`config.mk`:
```
export PLATFORM = sky130hd
export DESIGN_NAME = exam1_sweep_ctrl
export DESIGN_NICKNAME = d
export VERILOG_FILES = /design/src/rtl/exam1_sweep_ctrl.sv
export SDC_FILE = /design/constraint.sdc
export NUM_CORES = 1
export LEC_CHECK = 0
export ABC_AREA = 1
export CAP_MARGIN = 20
export CORE_MARGIN = 3
export CORE_UTILIZATION = 35
export CTS_CLUSTER_SIZE = 40
export DETAILED_ROUTE_END_ITERATION = 16
export GPL_TIMING_DRIVEN = 0
export PLACE_DENSITY = 0.57
export SLEW_MARGIN = 20
export SYNTH_ARGS = -nofsm -noshare
export SYNTH_HDL_FRONTEND = slang
export SYNTH_SLANG_ARGS = --single-unit
```
`constraint.sdc`:
```
create_clock -name clk -period 2.2 [get_ports clk]
set_clock_uncertainty 0.2 [all_clocks]
set_input_delay 0.33 -clock clk [delete_from_list [all_inputs] [get_ports clk]]
set_output_delay 0.33 -clock clk [all_outputs]
set_load 0.005 [all_outputs]
```
`src/rtl/exam1_sweep_ctrl.sv`:
```
// -----------------------------------------------------------------------------
// exam1_sweep_ctrl
//   Built-in self-test sequencer for a W-input combinational function block.
//   A start pulse walks vec through 0..2^W-1. Each vector is held for SETTLE
//   cycles, and f_in is captured into the truth-table register tt on the last
//   edge of that window. The captured table is compared bit by bit against
//   the EXPECTED golden table while the sweep runs. A one-cycle done pulse
//   then reports pass, the mismatch count, and the lowest failing vector.
//
// Ports
//   clk        in   1      rising-edge clock
//   rst        in   1      asynchronous, active-high reset
//   start      in   1      one-cycle sweep request, accepted only in IDLE
//   abort      in   1      cancels a running sweep; also blocks start in IDLE
//   f_in       in   1      output F of the function block under test
//   vec        out  W      {A,B,C,D} drive to the function block (A = MSB)
//   busy       out  1      sweep in progress
//   done       out  1      one-cycle pulse when the results are valid
//   tt         out  2^W    captured truth table
//   pass       out  1      tt matched EXPECTED (valid from done to next start)
//   mism_cnt   out  W+1    number of mismatching vectors
//   first_fail out  W      lowest mismatching vector
//   fail_vld   out  1      first_fail holds a valid index
// -----------------------------------------------------------------------------
module exam1_sweep_ctrl #(
  parameter int                W        = 4,
  parameter int                SETTLE   = 1,
  parameter logic [(1<<W)-1:0] EXPECTED = 16'h0100
) (
  input  logic                clk,
  input  logic                rst,
  input  logic                start,
  input  logic                abort,
  input  logic                f_in,
  output logic [W-1:0]        vec,
  output logic                busy,
  output logic                done,
  output logic [(1<<W)-1:0]   tt,
  output logic                pass,
  output logic [W:0]          mism_cnt,
  output logic [W-1:0]        first_fail,
  output logic                fail_vld
);

  localparam int N  = 1 << W;
  localparam int CW = (SETTLE > 1) ? $clog2(SETTLE) : 1;

  localparam logic [CW-1:0] CNT_RELOAD = CW'(SETTLE - 1);
  localparam logic [W-1:0]  VEC_LAST   = W'(N - 1);
  localparam logic [W:0]    MISM_ONE   = (W+1)'(1);

  typedef enum logic [1:0] {
    IDLE,
    RUN,
    FINISH
  } state_t;

  state_t        state;
  logic [CW-1:0] cnt;

  // One registered process holds the FSM and every output, so all outputs
  // change only at the clock edge (or at once on reset).
  // NOTE: all state updates use non-blocking assignments. Every register
  // then sees the values from before this edge, which the compare-and-count
  // path depends on.
  always_ff @(posedge clk or posedge rst) begin
    if (rst) begin
      state      <= IDLE;
      cnt        <= '0;
      vec        <= '0;
      busy       <= 1'b0;
      done       <= 1'b0;
      tt         <= '0;
      pass       <= 1'b0;
      mism_cnt   <= '0;
      first_fail <= '0;
      fail_vld   <= 1'b0;
    end else begin
      // done is a pulse: it drops on every edge unless FINISH raises it.
      done <= 1'b0;

      unique case (state)
        IDLE: begin
          vec  <= '0;
          busy <= 1'b0;
          // If abort arrives in the same cycle as start, abort wins and
          // no sweep begins.
          if (start && !abort) begin
            state    <= RUN;
            busy     <= 1'b1;
            cnt      <= CNT_RELOAD;
            tt       <= '0;
            pass     <= 1'b0;
            mism_cnt <= '0;
            fail_vld <= 1'b0;
          end
        end

        RUN: begin
          if (abort) begin
            // tt and mism_cnt keep their partial values; pass stays low, so
            // the caller knows they are invalid.
            state <= IDLE;
            busy  <= 1'b0;
            vec   <= '0;
            pass  <= 1'b0;
          end else if (cnt != '0) begin
            cnt <= cnt - 1'b1;
          end else begin
            // This is the last edge of the settle window for this vector.
            tt[vec] <= f_in;
            if (f_in != EXPECTED[vec]) begin
              mism_cnt <= mism_cnt + MISM_ONE;
              if (!fail_vld) begin
                first_fail <= vec;
                fail_vld   <= 1'b1;
              end
            end
            if (vec == VEC_LAST) begin
              // vec is held here, so it never wraps back to 0.
              state <= FINISH;
            end else begin
              vec <= vec + 1'b1;
              cnt <= CNT_RELOAD;
            end
          end
        end

        FINISH: begin
          state <= IDLE;
          busy  <= 1'b0;
          vec   <= '0;
          if (abort) begin
            pass <= 1'b0;
          end else begin
            // mism_cnt already includes the final sample, which was
            // committed on the previous edge.
            done <= 1'b1;
            pass <= (mism_cnt == '0);
          end
        end

        default: begin
          state <= IDLE;
          busy  <= 1'b0;
          vec   <= '0;
        end
      endcase
    end
  end

endmodule
```
==> results by group, run 1 <==
Run status
  – Status: finished, final reports clean

Die
  – Initial core utilization: 0.376
  – Number of top-level pins: 38
  – Placeable core region: 0.00488 mm^2
  – Die area: 0.00615 mm^2
  – # rows: 25
  – Width of the die: 78.4 um
  – Die Y: 78.4 um

CTS
  – Post-CTS setup buffer count: 0
  – PostCTS Resize Cnt: 0
  – Number of clock sinks: 35
  – Buffers from clock root to sink, at most: 2
  – Buffer type at the clock tree root: sky130_fd_sc_hd__clkbuf_8
  – Number of clock buffers inserted by TritonCTS: 5
  – Hold Buf Count CTS: 0
  – Clock tree from TritonCTS: built
  – Skew-Pair Late Insertion Delay: 280 ps
  – Count of H-tree levels built during CTS: 2
  – Clock slew at the register clock pins of the worst setup and hold paths: 70 ps

Finish
  – Area of combinational cells with multiple inputs: 818 um^2
  – Post-layout net count: 279
  – Commonest non-fill, non-tap cells in the layout: sky130_fd_sc_hd__nand2_1 (80), sky130_fd_sc_hd__clkdlybuf4s50_1 (37), sky130_fd_sc_hd__dfrtp_1 (35), sky130_fd_sc_hd__nor2_1 (18), sky130_fd_sc_hd__inv_1 (17)
  – Area added between synthesis and finish: 30.2%
  – Most common cell after layout, fill and taps aside: sky130_fd_sc_hd__nand2_1
  – Diode insertion count for antenna repair: 0
  – Proportion of layout cells with a drive suffix above 1: 0.127
  – Final cell utilization of the core: 0.490
  – Footprint of the flip-flops and latches: 876 um^2
  – Fill cell count: 506

GRT
  – Antenna violations before repair: 0
  – Global router's overall resource usage: 0.144
  – Vias in the first global route: 1,516
  – Largest net degree at the start of global routing: 19
  – Overflow left after global routing: 0
  – Wire length of the first global-routing pass: 7090 um

Routing
  – Post-DR vias/cell: 4.47
  – Drc violations: 0
  – Number of vias after detailed routing: 1,494
  – DRT Pass-1 Iters: 4
  – Average wire per standard cell: 11.7 um
  – Total wirelength of the detailed-routed design: 3920 um
  – DRC violation total after the first TritonRoute iteration: 70
  – Residual antenna-violating net count after detailed routing: 0

Placement
  – Final RePlAce weighted congestion: 0.833
  – Port-buffer cells: 37
  – Detailed Place HPWL: 2990 um
  – Worst slack at placement: 257 ps

Power and ir drop
  – Peak supply drop: 0.382 mV
  – Share of total power in the clock network: 0.314
  – Leakage power of the design: 1.17 nW
  – Switching power summed over all nets: 0.360 mW
  – Power density of the placed cells: 560 mW/mm^2
  – Logic pwr share: 0.169
  – Switching part of the total power: 0.269
  – Internal power: 0.979 mW
  – Share of power burned in registers: 0.517

STA
  – Final count of pins violating max slew: 0
  – Post-route setup slack: 317 ps
  – Setup repair after global routing missed its margin: false
  – Worst slew margin relative to its limit: 0.717
  – Peak Freq: 531 MHz
  – Sum of negative setup slack: 0 ps
  – Number of hold-slack violations in the final timing report: 0
  – Worst-margin pin slew: 424 ps
  – Final setup violating endpoints: 0
  – Share of the clock period used by the worst path: 0.856
  – Post-route minimum period: 1880 ps

Worst setup path
  – Series of cell instances along the critical path: clkdlybuf4s50_1
  – Slowest cell on the critical path: sky130_fd_sc_hd__clkdlybuf4s50_1
  – Critical Path Source Type: flop
  – Max FO, Critical Path: 8
  – Crit Path Class: reg -> out
  – Number of buffer and inverter stages on the critical path: 1
  – Crit end category: output port
  – Required time reported for the critical path endpoint: 1670 ps
  – Dominant delay contributor by cell family on the critical path: buffers and inverters
  – Peak per-stage delay on the critical path: 570 ps
  – Arrival time at the worst endpoint: 1350 ps

Synthesis
  – Synth Warn #: 0
  – Register area share after synthesis: 0.477
  – Synthesized netlist net count: 234
  – Instance count of the mapped netlist: 223
  – Number of distinct library cell variants in the gate-level netlist after synthesis: 28
  – Mean instance size in the synthesized netlist: 8.23 um^2
  – Seq cells post-synth: 35
  – Mapped Area: 0.00184 mm^2

Run
  – Max Cap Violations: 0

Worst hold path
  – Worst hold path class: in -> async
==> flip-flops by register name, summed over array words and instances (netlist names) <==
signal	count
tt	16
mism_cnt	5
first_fail	4
vec	4
state	2
busy	1
done	1
fail_vld	1
pass	1
==> metrics by stage <==
stage / hold WS (ps) / power (mW) / instance area (um^2) / instances
finish: 174 / 1.34 / 2390 / 334
global route: 196 / 1.43 / 2390 / 334
CTS: 186 / 1.37 / 2390 / 334
detailed placement: 259 / 0.935 / 2320 / 328
global placement: 258 / 0.928 / 2290 / 327
floorplan: 213 / 0.840 / 1840 / 223
==> cell usage after synthesis <==
| cell type | n | area [um^2] |
|---|---|---|
| sky130_fd_sc_hd__o21ai_2 | 1 | 8.76 |
| sky130_fd_sc_hd__nor2_2 | 2 | 12.5 |
| sky130_fd_sc_hd__inv_1 | 18 | 67.6 |
| sky130_fd_sc_hd__buf_6 | 3 | 33.8 |
| sky130_fd_sc_hd__clkbuf_2 | 1 | 5.00 |
| sky130_fd_sc_hd__inv_6 | 1 | 8.76 |
| sky130_fd_sc_hd__a21oi_2 | 2 | 17.5 |
| sky130_fd_sc_hd__dfrtp_1 | 35 | 876 |
| sky130_fd_sc_hd__nor2_1 | 18 | 67.6 |
| sky130_fd_sc_hd__o21ai_0 | 9 | 45.0 |
| sky130_fd_sc_hd__nand4_1 | 2 | 12.5 |
| sky130_fd_sc_hd__nand2_8 | 2 | 40.0 |
| sky130_fd_sc_hd__nand3_1 | 11 | 55.1 |
| sky130_fd_sc_hd__ha_1 | 6 | 75.1 |
| sky130_fd_sc_hd__inv_2 | 4 | 15.0 |
| sky130_fd_sc_hd__o21ai_1 | 9 | 45.0 |
| sky130_fd_sc_hd__nor3_4 | 1 | 16.3 |
| sky130_fd_sc_hd__xor2_1 | 4 | 35.0 |
| sky130_fd_sc_hd__nand2_2 | 5 | 31.3 |
| sky130_fd_sc_hd__nor3_1 | 1 | 5.00 |
| sky130_fd_sc_hd__nand2_1 | 80 | 300 |
| sky130_fd_sc_hd__nand3_2 | 2 | 20.0 |
| sky130_fd_sc_hd__a211oi_1 | 1 | 7.51 |
| sky130_fd_sc_hd__a21oi_1 | 1 | 5.00 |
| sky130_fd_sc_hd__o211ai_1 | 1 | 7.51 |
| sky130_fd_sc_hd__inv_4 | 1 | 6.26 |
| sky130_fd_sc_hd__buf_2 | 1 | 5.00 |
| sky130_fd_sc_hd__nand2_4 | 1 | 11.3 |
==> final timing paths <==
| check | startpoint | end | slack (ps) | depth (start not counted) |
|---|---|---|---|---|
| max in group asynchronous | rst | vec[1]$_DFFE_PP0P_ | 1190 | 3 |
| min in group clk | tt[10]$_DFFE_PP0P_ | tt[10]$_DFFE_PP0P_ | 270 | 2 |
| max | vec[0]$_DFFE_PP0P_ | vec[0] | 320 | 1 |
| min | rst | tt[0]$_DFFE_PP0P_ | 170 | 2 |
| max reg2reg | vec[0]$_DFFE_PP0P_ | fail_vld$_DFFE_PP0P_ | 380 | 9 |
| min reg2reg | tt[10]$_DFFE_PP0P_ | tt[10]$_DFFE_PP0P_ | 270 | 2 |
==> cell type report <==
cell class | count | share of cell area
well taps | 67 | 0.0351
repair buffers | 38 | 0.166
inverters | 24 | 0.0408
plain buffers | 5 | 0.0183
flip-flops and latches | 35 | 0.366
clock buffers | 6 | 0.0304
multi-input cells | 159 | 0.342
==> cell families after synthesis <==
kind of cell,after synthesis,synth area share
AND/OR/NAND/NOR,125,0.312
AO/OA/AOI/OAI,24,0.0743
flip-flops,35,0.477
XOR/XNOR,4,0.0191
buffers and inverters,29,0.0770
adder cells (fa/ha/maj),6,0.0409
==> power groups by stage <==
stage | Clock (mW) | Sequential, mW | Combinational [mW]
2_1_floorplan | 0 | 0.703 | 0.137
3_3_place_gp | 0 | 0.705 | 0.223
3_5_place_dp | 0 | 0.704 | 0.231
4_1_cts | 0.441 | 0.693 | 0.233
5_1_grt | 0.474 | 0.697 | 0.259
6_report | 0.420 | 0.692 | 0.227
==> routing by layer <==
metal	vias to the layer above	GRT usage	wire (um)
li1	787	-	-
met1	668	0.189	1840
met2	37	0.231	1840
met3	2	0.0390	220
met4	0	0.0472	27
met5	-	0	0
Note: power is estimated with default switching activity, not from simulation.
==> run 2: changes to the inputs <==
--- a/config.mk
+++ b/config.mk
@@ -12,7 +12,7 @@
 export CTS_CLUSTER_SIZE = 40
 export DETAILED_ROUTE_END_ITERATION = 16
 export GPL_TIMING_DRIVEN = 0
-export PLACE_DENSITY = 0.57
+export PLACE_DENSITY = 0.66
 export SLEW_MARGIN = 20
 export SYNTH_ARGS = -nofsm -noshare
 export SYNTH_HDL_FRONTEND = slang
==> run 2 against run 1 <==
Compared with the run above: count of clock-buffer cells in the layout rose by 1; sequential power about the same; critical path depth unchanged; routed wire length is 3.7% higher; sequential share of layout area is 0.29 points higher; first-iteration DRC count grew 5.7%; final area down 0.79%; combinational power decreased by 2%; worst hold slack improved by 98 ps.
==> results by group, run 2 (synthesis results as in run 1) <==
Power and ir drop
  – Total power consumption of the routed design: 1.38 mW (was 1.34 mW)
  – Peak supply drop: 0.339 mV (was 0.382 mV)
  – Power density of the placed cells: 580 mW/mm^2 (was 560 mW/mm^2)
  – Leakage power of the design: 1.16 nW (was 1.17 nW)

STA
  – Final setup violating endpoints: 0 (unchanged)
  – Post-route minimum period: 1910 ps (was 1880 ps)
  – Final count of pins violating max slew: 0 (unchanged)
  – Peak Freq: 523 MHz (was 531 MHz)
  – Sum of negative setup slack: 0 ps (unchanged)
  – Setup repair after global routing missed its margin: false (unchanged)
  – Number of hold-slack violations in the final timing report: 0 (unchanged)
  – Share of the clock period used by the worst path: 0.869 (was 0.856)
  – Worst slew margin relative to its limit: 0.503 (was 0.717)
  – Post-route setup slack: 289 ps (was 317 ps)
  – Worst-margin pin slew: 745 ps (was 424 ps)

GRT
  – Vias in the first global route: 1,547 (was 1,516)
  – Overflow left after global routing: 0 (unchanged)
  – Wire length of the first global-routing pass: 7270 um (was 7090 um)
  – Antenna violations before repair: 0 (unchanged)
  – Largest net degree at the start of global routing: 36 (was 19)
  – Global router's overall resource usage: 0.150 (was 0.144)

Finish
  – Post-layout net count: 278 (was 279)
  – Final cell utilization of the core: 0.486 (was 0.490)
  – Register with the highest flop count: tt (unchanged)
  – Top flop regs: tt x16, mism_cnt x5 (unchanged)
  – Proportion of layout cells with a drive suffix above 1: 0.127 (about the same)
  – Fill cell count: 482 (was 506)
  – Most common cell after layout, fill and taps aside: sky130_fd_sc_hd__nand2_1 (unchanged)
  – Number of flip-flops under the largest register name: 16 (unchanged)
  – Commonest non-fill, non-tap cells in the layout: sky130_fd_sc_hd__nand2_1 (80), sky130_fd_sc_hd__clkdlybuf4s50_1 (37), sky130_fd_sc_hd__dfrtp_1 (35), sky130_fd_sc_hd__nor2_1 (18), sky130_fd_sc_hd__inv_1 (17) (unchanged)
  – Area added between synthesis and finish: 29.2% (was 30.2%)
  – Diode insertion count for antenna repair: 0 (unchanged)

Worst setup path
  – End of the worst register-to-register path: mism_cnt[1]$_DFFE_PP0P_ (was fail_vld$_DFFE_PP0P_)
  – Crit Path Class: reg -> out (unchanged)
  – Peak per-stage delay on the critical path: 570 ps (about the same)
  – Arrival time at the worst endpoint: 1380 ps (was 1350 ps)
  – Number of buffer and inverter stages on the critical path: 1 (unchanged)
  – Startpoint of the worst register-to-register path: vec[0]$_DFFE_PP0P_ (unchanged)
  – Setup slack of the most critical reg-to-reg path: 340 ps (was 380 ps)
  – Max FO, Critical Path: 8 (unchanged)
  – Dominant delay contributor by cell family on the critical path: buffers and inverters (unchanged)
  – Path depth of the worst reg2reg path: 9 (unchanged)
  – Critical Path Source Type: flop (unchanged)
  – Crit end category: output port (unchanged)
  – Slowest cell on the critical path: sky130_fd_sc_hd__clkdlybuf4s50_1 (unchanged)
  – Required time reported for the critical path endpoint: 1670 ps (about the same)
  – Series of cell instances along the critical path: clkdlybuf4s50_1 (unchanged)

Routing
  – Number of vias after detailed routing: 1,554 (was 1,494)
  – DRT Pass-1 Iters: 4 (unchanged)
  – Residual antenna-violating net count after detailed routing: 0 (unchanged)
  – Total wirelength of the detailed-routed design: 4070 um (was 3920 um)
  – Post-DR vias/cell: 4.64 (was 4.47)
  – Drc violations: 0 (unchanged)
  – Average wire per standard cell: 12.1 um (was 11.7 um)
  – DRC violation total after the first TritonRoute iteration: 74 (was 70)

Die
  – Initial core utilization: 0.376 (unchanged)
  – # rows: 25 (unchanged)
  – Placeable core region: 0.00488 mm^2 (unchanged)
  – Width of the die: 78.4 um (unchanged)
  – Die area: 0.00615 mm^2 (unchanged)
  – Number of top-level pins: 38 (unchanged)
  – Die Y: 78.4 um (unchanged)

CTS
  – Count of H-tree levels built during CTS: 2 (unchanged)
  – Clock tree from TritonCTS: built (unchanged)
  – Number of clock sinks: 35 (unchanged)
  – PostCTS Resize Cnt: 0 (unchanged)
  – Buffers from clock root to sink, at most: 2 (unchanged)
  – Buffer type at the clock tree root: sky130_fd_sc_hd__clkbuf_8 (unchanged)
  – Skew-Pair Late Insertion Delay: 290 ps (was 280 ps)
  – Hold Buf Count CTS: 0 (unchanged)
  – Post-CTS setup buffer count: 0 (unchanged)
  – Clock slew at the register clock pins of the worst setup and hold paths: 70 ps (about the same)
  – Number of clock buffers inserted by TritonCTS: 5 (unchanged)

Worst hold path
  – Launch point of the worst hold path: tt[5]$_DFFE_PP0P_
  – Worst hold path class: reg -> reg (was in -> async)
  – Terminating pin of the worst hold path: tt[5]$_DFFE_PP0P_
  – Worst hold path depth: 2

Placement
  – Detailed Place HPWL: 2930 um (was 2990 um)
  – Worst slack at placement: 264 ps (was 257 ps)
  – Port-buffer cells: 37 (unchanged)
  – Final RePlAce weighted congestion: 0.778 (was 0.833)

Run
  – Max Cap Violations: 0 (unchanged)

Run status
  – Status: finished, final reports clean (unchanged)
-- run 2: cell count changes in the layout (fill, tap and decap cells not counted), sizes merged --
cell    previous run  this run
clkinv             0         1
buf                5         4
clkbuf             7         8
-- run 2: worst max-delay path by stage --
stage               slack (ps)  cells past startpoint                      end                from
floorplan                  610                      9  mism_cnt[2]$_DFFE_PP0P_  vec[0]$_DFFE_PP0P_
global placement            20                      2        tt[9]$_DFFE_PP0P_                 rst
detailed placement         260                      7  mism_cnt[1]$_DFFE_PP0P_               abort
CTS                        280                      1                   vec[0]  vec[0]$_DFFE_PP0P_
global route               130                      9  mism_cnt[1]$_DFFE_PP0P_  vec[0]$_DFFE_PP0P_
finish                     290                      1                   vec[0]  vec[0]$_DFFE_PP0P_
-- run 2: final cells by class --
cell class / count / area (um^2) / area share
timing repair buffer: 37 / 370 / 0.156
clock buffer: 7 / 76.3 / 0.0322
clock inverter: 1 / 5.00 / 0.00211
buffer: 5 / 43.8 / 0.0185
multi-input combinational: 159 / 818 / 0.345
sequential: 35 / 876 / 0.369
inverter: 24 / 97.6 / 0.0412
tap: 67 / 83.8 / 0.0354
-- run 2: power breakdown --
group	leakage (nW)	internal [mW]	switching [mW]
logic	0.635	0.0958	0.128
clock network	0.0422	0.222	0.238
registers	0.483	0.667	0.0255
-- run 2: stage by stage --
stage | instance area, um^2 | hold slack, ps | cells
2_1_floorplan | 1840 | 213 | 223
3_3_place_gp | 2290 | 258 | 327
3_5_place_dp | 2290 | 258 | 327
4_1_cts | 2370 | 276 | 335
5_1_grt | 2370 | 309 | 335
6_report | 2370 | 273 | 335
-- run 2: layer usage --
metal | GRT usage | vias up | wire length [um]
li1 | - | 783 | -
met2 | 0.227 | 35 | 1830
met1 | 0.202 | 729 | 1970
met4 | 0.0699 | 0 | 89
met5 | 0 | - | 0
met3 | 0.0378 | 7 | 172
==> run 3: changes to the inputs <==
--- a/config.mk
+++ b/config.mk
@@ -6,7 +6,6 @@
 export NUM_CORES = 1
 export LEC_CHECK = 0
 export ABC_AREA = 1
-export CAP_MARGIN = 20
 export CORE_MARGIN = 3
 export CORE_UTILIZATION = 35
 export CTS_CLUSTER_SIZE = 40
==> results of run 3 <==
No change in the layout: final DEF, timing and power equal those of run 2.
